File: src/rtl/proc_scan_pkg.sv
// Shared types and constants for the process-scan block: FSM states,
// CPU control/status bit positions and the timer clear-ready command code.
package proc_scan_pkg;

  typedef enum logic [2:0] {
    ST_IDLE,
    ST_RD,
    ST_PICK,
    ST_CLR,
    ST_DONE
  } state_t;

  localparam int CTRL_SCAN     = 0;
  localparam int CTRL_SET_MASK = 1;
  localparam int CTRL_CLR_MASK = 2;
  localparam int CTRL_RST_PTR  = 3;

  localparam int STAT_BUSY  = 31;
  localparam int STAT_FOUND = 30;
  localparam int STAT_DONE  = 29;
  localparam int STAT_ERR   = 28;

  localparam logic [7:0] PT_CLR_READY = 8'h08;

  function automatic logic [31:0] clr_ready_word(input logic [4:0] pid);
    return {16'h0, 3'b000, pid, PT_CLR_READY};
  endfunction

endpackage

File: src/rtl/proc_scan_if.sv
// CPU-side slave bus and process-timer initiator bus of proc_scan.
// slave is the proc_scan view; master is the CPU plus timer view.
interface proc_scan_if;
  logic        stb;
  logic        we;
  logic [31:0] data_in;
  logic [31:0] data_out;
  logic        ack;
  logic        pt_stb;
  logic        pt_we;
  logic [31:0] pt_data_out;
  logic [31:0] pt_data_in;
  logic        pt_ack;

  modport slave (
    input  stb, we, data_in, pt_data_in, pt_ack,
    output data_out, ack, pt_stb, pt_we, pt_data_out
  );

  modport master (
    output stb, we, data_in, pt_data_in, pt_ack,
    input  data_out, ack, pt_stb, pt_we, pt_data_out
  );
endinterface

File: src/rtl/proc_scan_rr_pick.sv
// Combinational 32-way rotating-priority picker: first set bit of vec
// at or after start, wrapping from bit 31 back to bit 0.
module rr_pick (
  input  logic [31:0] vec,
  input  logic [4:0]  start,
  output logic        hit,
  output logic [4:0]  idx
);

  logic [4:0] pos;

  // NOTE: every output of an always_comb gets a default first so no path
  // leaves it unassigned, which would otherwise infer a latch.
  always_comb begin
    hit = 1'b0;
    idx = '0;
    pos = '0;
    for (int i = 0; i < 32; i++) begin
      pos = start + 5'(i);
      if (!hit && vec[pos]) begin
        hit = 1'b1;
        idx = pos;
      end
    end
  end

endmodule

File: src/rtl/proc_scan.sv
// Scans the process-timer ready vector, picks the next ready process
// round-robin past the last one served, and issues a clear-ready for it.
module proc_scan
  import proc_scan_pkg::*;
#(
  parameter int TIMEOUT = 15
) (
  input logic         clk,
  input logic         rst_n,
  proc_scan_if.slave  bus
);

  localparam int CW = $clog2(TIMEOUT + 1);

  state_t          state, state_nxt;
  logic [31:0]     mask;
  logic [31:0]     vec;
  logic [4:0]      last;
  logic [4:0]      pid;
  logic            found, done, err;
  logic [CW-1:0]   wait_cnt;
  logic            timeout;
  logic            hit;
  logic [4:0]      pick_idx;

  logic [7:0]      ctrl;
  logic [4:0]      wpid;
  logic            wr, req;
  logic            unused_bits;

  assign ctrl        = bus.data_in[7:0];
  assign wpid        = bus.data_in[12:8];
  assign wr          = bus.stb && bus.we;
  assign req         = wr && ctrl[CTRL_SCAN] && (state == ST_IDLE);
  assign unused_bits = ^{bus.data_in[31:13], ctrl[7:4]};

  assign bus.ack      = bus.stb;
  assign bus.data_out = (bus.stb && !bus.we)
                      ? {state != ST_IDLE, found, done, err, 23'h0, pid}
                      : 32'h0;

  rr_pick u_pick (
    .vec   (vec),
    .start (last + 5'd1),
    .hit   (hit),
    .idx   (pick_idx)
  );

  always_comb begin
    state_nxt       = state;
    bus.pt_stb      = 1'b0;
    bus.pt_we       = 1'b0;
    bus.pt_data_out = 32'h0;
    timeout         = 1'b0;
    case (state)
      ST_IDLE: if (req) state_nxt = ST_RD;
      ST_RD: begin
        bus.pt_stb = 1'b1;
        timeout    = !bus.pt_ack && (wait_cnt == CW'(TIMEOUT - 1));
        if (bus.pt_ack)   state_nxt = ST_PICK;
        else if (timeout) state_nxt = ST_DONE;
      end
      ST_PICK: state_nxt = hit ? ST_CLR : ST_DONE;
      ST_CLR: begin
        bus.pt_stb      = 1'b1;
        bus.pt_we       = 1'b1;
        bus.pt_data_out = clr_ready_word(pid);
        timeout         = !bus.pt_ack && (wait_cnt == CW'(TIMEOUT - 1));
        if (bus.pt_ack || timeout) state_nxt = ST_DONE;
      end
      ST_DONE: state_nxt = ST_IDLE;
      default: state_nxt = ST_IDLE;
    endcase
  end

  // NOTE: state registers use non-blocking assignments so every flop samples
  // pre-edge values regardless of process evaluation order.
  always_ff @(posedge clk) begin
    if (!rst_n) begin
      state    <= ST_IDLE;
      mask     <= 32'hFFFF_FFFF;
      vec      <= 32'h0;
      last     <= 5'd31;
      pid      <= 5'd0;
      found    <= 1'b0;
      done     <= 1'b0;
      err      <= 1'b0;
      wait_cnt <= '0;
    end else begin
      state    <= state_nxt;
      wait_cnt <= (state_nxt != state) ? '0 : wait_cnt + CW'(bus.pt_stb);
      case (state)
        // pid is stale once a new scan starts, so it is cleared with the flags
        ST_IDLE: if (req) begin
          found <= 1'b0;
          done  <= 1'b0;
          err   <= 1'b0;
          pid   <= 5'd0;
        end
        ST_RD: if (bus.pt_ack) begin
          vec <= bus.pt_data_in & mask;
        end else if (timeout) begin
          err  <= 1'b1;
          found <= 1'b0;
          done <= 1'b1;
        end
        ST_PICK: if (hit) begin
          pid <= pick_idx;
        end else begin
          found <= 1'b0;
          done  <= 1'b1;
        end
        ST_CLR: if (bus.pt_ack) begin
          found <= 1'b1;
          done  <= 1'b1;
          last  <= pid;
        end else if (timeout) begin
          err   <= 1'b1;
          found <= 1'b0;
          done  <= 1'b1;
        end
        default: ;
      endcase
      // CPU mask/pointer writes act at once, even mid-scan, and win over the FSM
      if (wr) begin
        if (ctrl[CTRL_CLR_MASK])      mask[wpid] <= 1'b0;
        else if (ctrl[CTRL_SET_MASK]) mask[wpid] <= 1'b1;
        if (ctrl[CTRL_RST_PTR])       last <= 5'd31;
      end
    end
  end

endmodule

File: src/flat_wrapper.sv
// flat-port wrapper written by rule: the top's interface ports become plain ports
module proc_scan_flat import proc_scan_pkg::*;
#(
  parameter int TIMEOUT = 15
)
  (clk, rst_n, bus_stb, bus_we, bus_data_in, bus_pt_data_in, bus_pt_ack, bus_data_out, bus_ack, bus_pt_stb, bus_pt_we, bus_pt_data_out);
  proc_scan_if bus_i ();
  input logic clk;
  input logic rst_n;
  input wire logic [$bits(bus_i.stb)-1:0] bus_stb;
  input wire logic [$bits(bus_i.we)-1:0] bus_we;
  input wire logic [$bits(bus_i.data_in)-1:0] bus_data_in;
  input wire logic [$bits(bus_i.pt_data_in)-1:0] bus_pt_data_in;
  input wire logic [$bits(bus_i.pt_ack)-1:0] bus_pt_ack;
  output wire logic [$bits(bus_i.data_out)-1:0] bus_data_out;
  output wire logic [$bits(bus_i.ack)-1:0] bus_ack;
  output wire logic [$bits(bus_i.pt_stb)-1:0] bus_pt_stb;
  output wire logic [$bits(bus_i.pt_we)-1:0] bus_pt_we;
  output wire logic [$bits(bus_i.pt_data_out)-1:0] bus_pt_data_out;
  assign bus_i.stb = bus_stb;
  assign bus_i.we = bus_we;
  assign bus_i.data_in = bus_data_in;
  assign bus_i.pt_data_in = bus_pt_data_in;
  assign bus_i.pt_ack = bus_pt_ack;
  assign bus_data_out = bus_i.data_out;
  assign bus_ack = bus_i.ack;
  assign bus_pt_stb = bus_i.pt_stb;
  assign bus_pt_we = bus_i.pt_we;
  assign bus_pt_data_out = bus_i.pt_data_out;
  proc_scan #(.TIMEOUT(TIMEOUT)) u_core (.clk(clk), .rst_n(rst_n), .bus(bus_i));
endmodule
File: config.mk
export PLATFORM = sky130hd
export DESIGN_NAME = proc_scan_flat
export DESIGN_NICKNAME = d
export VERILOG_FILES = /design/src/rtl/proc_scan_pkg.sv /design/src/rtl/proc_scan_if.sv /design/src/rtl/proc_scan_rr_pick.sv /design/src/rtl/proc_scan.sv /design/src/flat_wrapper.sv
export SDC_FILE = /design/constraint.sdc
export NUM_CORES = 1
export LEC_CHECK = 0
export CAP_MARGIN = 10
export CORE_ASPECT_RATIO = 1.5
export CORE_MARGIN = 5
export CORE_UTILIZATION = 50
export CTS_CLUSTER_SIZE = 12
export DETAILED_ROUTE_END_ITERATION = 12
export PLACE_DENSITY = 0.83
export SLEW_MARGIN = 15
export SYNTH_ARGS = -nofsm -noshare
export SYNTH_HDL_FRONTEND = slang
export SYNTH_SLANG_ARGS = --single-unit
File: constraint.sdc
create_clock -name clk -period 6.8 [get_ports clk]
set_input_delay 0.68 -clock clk [delete_from_list [all_inputs] [get_ports clk]]
set_output_delay 0.68 -clock clk [all_outputs]
set_load 0.01 [all_outputs]
==> results.ini, run 1 <==
[synth]
netlist_instances = 1212
ys_ff_latch = 84
synth_cell_types = 103
ys_top_cells_by_area = dfxtp_1 18%, mux4_2 7.5%, mux2i_1 6.5%
async_reset_ff_frac = 0
synth_ff_type = dfxtp_1
yosysTopAreaCell = dfxtp_1
synth.top_cell.area_share = 0.175
synth.avg_cell_area_um2 = 7.91
yosys_warnings = 0
ys_seq_area_frac = 0.175
synth_edf_count = 0
synth_area_um2 = 9590

[clocking]
htreeDepth = 3
root_buffer = clkbuf_16
cts-buffers-inserted = 9
cts_hold_buf = 0
clk_path_buf_depth = 2
clkLatencyLatePin_ns = 0.34
clock_sinks = 84
cts_resized = 0
cts_tree = built
path_clk_slew_ns = 0.07
post_cts_buffers = 0

[layout]
area_growth_pct = 11.5
layout-drive-gt1-share = 0.149
final_nets = 1334
fill_cells = 1770
fin_area_um2 = 10700
utilization = 0.563
stdcell_count = 1518

[timing]
hold_viol = 0
worst_slew_margin_rel = 0.344
setup_tns_ns = 0
setup_viol = 0
whs_ns = 0.464
finClkSkew_ns = 0.0128
rsz0062_at_grt = false
drv_slew = 0
fmax_mhz = 162
period_needed_ns = 6.16
worst_pin_slew_ns = 0.957
post-route-period-util = 0.906

[power]
switching_share = 0.305
p_int_uw = 1010
p_comb_frac = 0.262
vdd.ir_drop.worst_mv = 0.225
p_leak_uw = 0.00410
clkPwrFrac = 0.391
netSwitchingPower_uw = 446
pwr-share-seq = 0.347
p_per_area_nw_per_um2 = 137

[floorplan]
io-pin-count = 136
die_w_um = 123
die_h_um = 180
floorplan.initialDensity = 0.505
core-area_um2 = 19000
rows = 62
die_area_um2 = 22100

[setup_path]
worst_path_dominant_cell_family = simple AND/OR/NAND/NOR gates
startpoint = u_core.last[0]
worstPathRequired_ns = 7.06
reg2reg_slack_ns = 0.64
critical_path.max_fanout = 24
critPathKind = flip-flop to flip-flop
arrival_ns = 6.41
critPathLaunchType = flip-flop
critical_path.max_stage_delay_ns = 0.59
reg2reg_depth = 18
crit_chain = ha_1, buf_4, xor2_1, ha_1, nand2_1, xor3_1, mux2i_1, mux2i_1, nor4_1, nor3_1, or4_1, or4_1, buf_12, a211oi_1, nor4_1, a2111oi_2, o21ai_1, a221oi_2
cp.buffers_inverters = 2
cp.depth = 18
reg2reg_from = u_core.last[0]
timing.rr.end = u_core.pid[3]
end_kind = flip-flop
crit_end = u_core.pid[3]
critPathSlowestCell = dfxtp_2

[grt]
grt_pass1_vias = 9829
grt_max_degree = 41
grt_usage = 0.323
grt_first_pass_wirelength_mm = 55.6
antenna_found_initial = 0
grt_overflow = 0

[hold_path]
hold_class = flip-flop to flip-flop

[flow_run]
cap_violations = 0

[route]
wirelength_mm = 36.5
wl_per_cell_um = 24.1
ant_nets = 0
drcViolationCount = 0
dr.pass1.iters = 5
drt_iter0_drc = 1126
num_vias = 10300
viasPerCell = 6.76

[place]
dp_hpwl_mm = 28.6
gp_congestion = 1.04
dpl_cell_area_um2 = 10300
dp.cells = 1500
portBuffers = 63

[outcome]
status = finished clean

[placed cells by master, fill, tap and decap left out, types with 6 or more instances in the layout]
master | netlist | layout
a211oi_1 | 10 | 10
a21oi_1 | 78 | 78
a22oi_1 | 7 | 7
a31oi_1 | 12 | 12
and2_1 | 28 | 28
and3_1 | 18 | 18
buf_4 | 59 | 51
clkbuf_16 | 0 | 9
clkdlybuf4s50_1 | 0 | 63
conb_1 | 1 | 49
dfxtp_1 | 84 | 83
ha_1 | 9 | 8
inv_1 | 24 | 24
mux2_2 | 35 | 35
mux2i_1 | 62 | 62
mux4_2 | 32 | 32
nand2_1 | 124 | 124
nand2b_1 | 12 | 12
nand3_1 | 75 | 75
nand3b_1 | 9 | 9
nand4_1 | 6 | 6
nor2_1 | 64 | 64
nor2b_1 | 11 | 11
nor3_1 | 33 | 33
nor4_1 | 19 | 19
o211ai_1 | 15 | 15
o21a_1 | 7 | 7
o21ai_0 | 74 | 74
o221ai_1 | 6 | 6
o22ai_1 | 11 | 11
o311ai_0 | 34 | 34
o31a_1 | 6 | 6
o31ai_1 | 7 | 7
or3_1 | 8 | 8
or4_1 | 8 | 8
xnor2_1 | 18 | 18
[layout make-up]
class,instances,area (um2),share of cell area
Sequential cell,84,1680,0.157
Clock inverter,5,108,0.0101
Antenna cell,1,2.50,0.000234
Tap cell,256,320,0.0299
Inverter,30,115,0.0108
Clock buffer,11,243,0.0227
Multi-Input combinational cell,1015,7180,0.671
Timing Repair Buffer,116,1040,0.0976
[power groups by stage]
stage | clock (uW) | combinational [uW] | sequential, uW
global placement | 0 | 369 | 517
global route | 595 | 405 | 508
CTS | 574 | 369 | 507
detailed placement | 0 | 367 | 518
finish | 571 | 383 | 507
floorplan | 0 | 254 | 515
[stage by stage]
step | worst slack [ns] | power, uW
final | 0.641 | 1460
after global routing | 0.442 | 1510
after CTS | 0.791 | 1450
after detailed placement | 0.813 | 885
after global placement | 0.879 | 886
after floorplan | 1.18 | 768
[routing by layer]
layer / up-vias / GRT usage / part of all wire
met5: - / 0 / 0
met4: 0 / 0.218 / 0.078
met3: 177 / 0.0390 / 0.069
met2: 552 / 0.557 / 0.50
met1: 4902 / 0.364 / 0.35
li1: 4628 / - / -
[kinds of logic (layout without fill, tap and decap cells)]
group                      after synthesis  after routing  share of synthesized area
adders and majority gates                9              9                     0.0117
xor gates and xnor gates                30             30                     0.0376
muxes                                  136            136                      0.192
DFF                                     84             84                      0.175
buffers and inverters                  161            162                     0.0965
and+or+nand+nor                        447            447                      0.241
AOI/OAI and AO/OA                      344            344                      0.245
other                                    1             50                   0.000391
[how the worst min path moves through the flow]
stage / to / cells after the start / slack (ns) / startpoint
final: u_core.vec[27] / 2 / 0.46 / flip-flop
after global routing: u_core.found / 2 / 0.48 / u_core.found
after global placement: u_core.found / 2 / 0.44 / u_core.found
after floorplan: u_core.found / 2 / 0.43 / u_core.found
after CTS: u_core.vec[27] / 2 / 0.46 / flip-flop
after detailed placement: u_core.found / 2 / 0.46 / u_core.found
[synthesized netlist by cell type, types with 8 or more instances]
cell	number
xnor2_1	18
or4_1	8
buf_4	59
nor3_1	33
o22ai_1	11
or3_1	8
and3_1	18
a211oi_1	10
mux2_2	35
nand3_1	75
clkbuf_1	47
o211ai_1	15
buf_6	8
mux2i_1	62
nand2_1	124
nor2_1	64
dfxtp_1	84
inv_1	24
buf_2	8
o21ai_0	74
nand3b_1	9
nand2b_1	12
a31oi_1	12
mux4_2	32
nor4_1	19
and2_1	28
ha_1	9
o311ai_0	34
nor2b_1	11
a21oi_1	78
[tightest hold or removal path: cells and delay by family (launching register included)]
family	cells	cell delay, ns
compound gates	1	0.06
flops	1	0.31
simple gates	1	0.06
Power figures use the tool's default switching activity.
==> run 2, diff against run 1 <==
Settings changed: CORE_UTILIZATION 50 to 53, PLACE_DENSITY 0.83 to 0.87.
==> run 2 against run 1 <==
Effect of this change: total power fell by 8.8%; final area fell by 1.8%; critical path depth fell by 3; final cell count fell by 3.2%; sequential cell count did not move; largest cell class unchanged; non-clock buffer count fell by 9; register-to-register slack improved by 0.04 ns; global-route usage rose by 0.33 points; utilization rose by 2.5 points.
==> results.ini, run 2 (synthesis results as in run 1) <==
[timing]
worst_pin_slew_ns = 1.02
drv_slew = 0
whs_ns = 0.458
setup_viol = 0
setup_tns_ns = 0
fmax_mhz = 163
rsz0062_at_grt = false
finClkSkew_ns = 0.00593
period_needed_ns = 6.12
hold_viol = 0
post-route-period-util = 0.899
worst_slew_margin_rel = 0.304

[flow_run]
cap_violations = 0

[outcome]
status = finished clean

[power]
p_per_area_nw_per_um2 = 127
p_total_uw = 1330
vdd.ir_drop.worst_mv = 0.253
clkPwrFrac = 0.351
pwr-share-seq = 0.381
switching_share = 0.332
netSwitchingPower_uw = 442
p_comb_frac = 0.269
p_int_uw = 890
p_leak_uw = 0.00402

[floorplan]
rows = 60
die_w_um = 120
die_area_um2 = 20900
floorplan.initialDensity = 0.537
core-area_um2 = 17900
die_h_um = 175
io-pin-count = 136

[route]
viasPerCell = 6.97
wl_per_cell_um = 24.0
num_vias = 10200
ant_nets = 0
drt_iter0_drc = 1198
dr.pass1.iters = 8
wirelength_mm = 35.3
drcViolationCount = 0

[setup_path]
critical_path.max_stage_delay_ns = 0.84
critPathLaunchType = flip-flop
reg2reg_depth = 15
cp.depth = 15
arrival_ns = 6.31
worst_path_dominant_cell_family = compound AO/OA/AOI/OAI gates
critPathSlowestCell = mux2i_1
path_common_cell = mux2i_1
end_kind = flip-flop
critPathKind = flip-flop to flip-flop
crit_chain = inv_2, ha_4, buf_4, mux2i_1, o32ai_1, or2_2, mux4_2, mux2i_1, nor2_1, o31ai_1, a222oi_1, o221a_2, o41a_1, o21ai_1, a221oi_2
cp.buffers_inverters = 2
worstPathRequired_ns = 6.99
critical_path.max_fanout = 46

[clocking]
cts-buffers-inserted = 9
clock_sinks = 84
cts_tree = built
clkLatencyLatePin_ns = 0.34
cts_resized = 0
root_buffer = clkbuf_16
post_cts_buffers = 0
clk_path_buf_depth = 2
path_clk_slew_ns = 0.06
cts_hold_buf = 0
htreeDepth = 3

[layout]
final_nets = 1325
area_growth_pct = 9.48
diodes = 0
layout-drive-gt1-share = 0.144
final_common_cell = nand2_1
final_cell_mix = 124 x nand2_1, 83 x dfxtp_1, 78 x a21oi_1

[grt]
grt_first_pass_wirelength_mm = 54.2
grt_max_degree = 47
grt_pass1_vias = 9757
grt_usage = 0.326
antenna_found_initial = 0
grt_overflow = 0

[place]
gp_congestion = 1.07
portBuffers = 63
dp_hpwl_mm = 27.4

[hold_path]
holdPathStages = 2
hold_class = flip-flop to flip-flop

-- run 2: worst paths after layout --
kind,start,end,slack (ns)
setup / recovery,u_core.last[0],u_core.pid[3],0.68
hold / removal,u_core.found,u_core.found,0.46
setup reg to reg,u_core.last[0],u_core.pid[3],0.68
hold reg to reg,u_core.found,u_core.found,0.46
-- run 2: through the flow --
| stage | util | area [um2] | cells | setup WS (ns) |
|---|---|---|---|---|
| after detailed placement | 0.571 | 10200 | 1452 | 0.931 |
| final | 0.588 | 10500 | 1469 | 0.684 |
| after global routing | 0.588 | 10500 | 1469 | 0.502 |
| after global placement | 0.571 | 10200 | 1452 | 1.04 |
| after floorplan | - | 9770 | 1260 | 1.18 |
| after CTS | 0.587 | 10500 | 1468 | 0.899 |
-- run 2: layout make-up --
class / count / area (um2)
repair buffers: 107 / 965
flip-flops and latches: 84 / 1680
clock inverters: 6 / 46.3
inverters: 30 / 115
well taps: 217 / 272
fillers: 1632 / 7360
multi-input cells: 1015 / 7180
clock buffers: 10 / 239
-- run 2: power groups by stage --
stage	registers [uW]	clock network (uW)	logic, uW
2_1_floorplan	515	0	254
3_3_place_gp	517	0	341
3_5_place_dp	518	0	343
4_1_cts	507	471	345
5_1_grt	508	494	381
6_report	507	467	358
-- run 2: worst register-to-register path, stage by stage (launching register included) --
cell and delay [ns]:
dfxtp_2 0.49, inv_2 0.10, ha_4 0.71, buf_4 0.34, mux2i_1 0.12, o32ai_1 0.37, or2_2 0.40, mux4_2 0.66
mux2i_1 0.84, nor2_1 0.12, o31ai_1 0.36, a222oi_1 0.22, o221a_2 0.34, o41a_1 0.43, o21ai_1 0.37, a221oi_2 0.11
-- run 2: layer usage --
metal / track usage / wire (um) / vias to the layer above
met5: 0 / 0 / -
met4: 0.258 / 3210 / 0
met3: 0.0424 / 2800 / 164
met2: 0.566 / 17200 / 651
met1: 0.354 / 12000 / 4807
li1: - / - / 4610
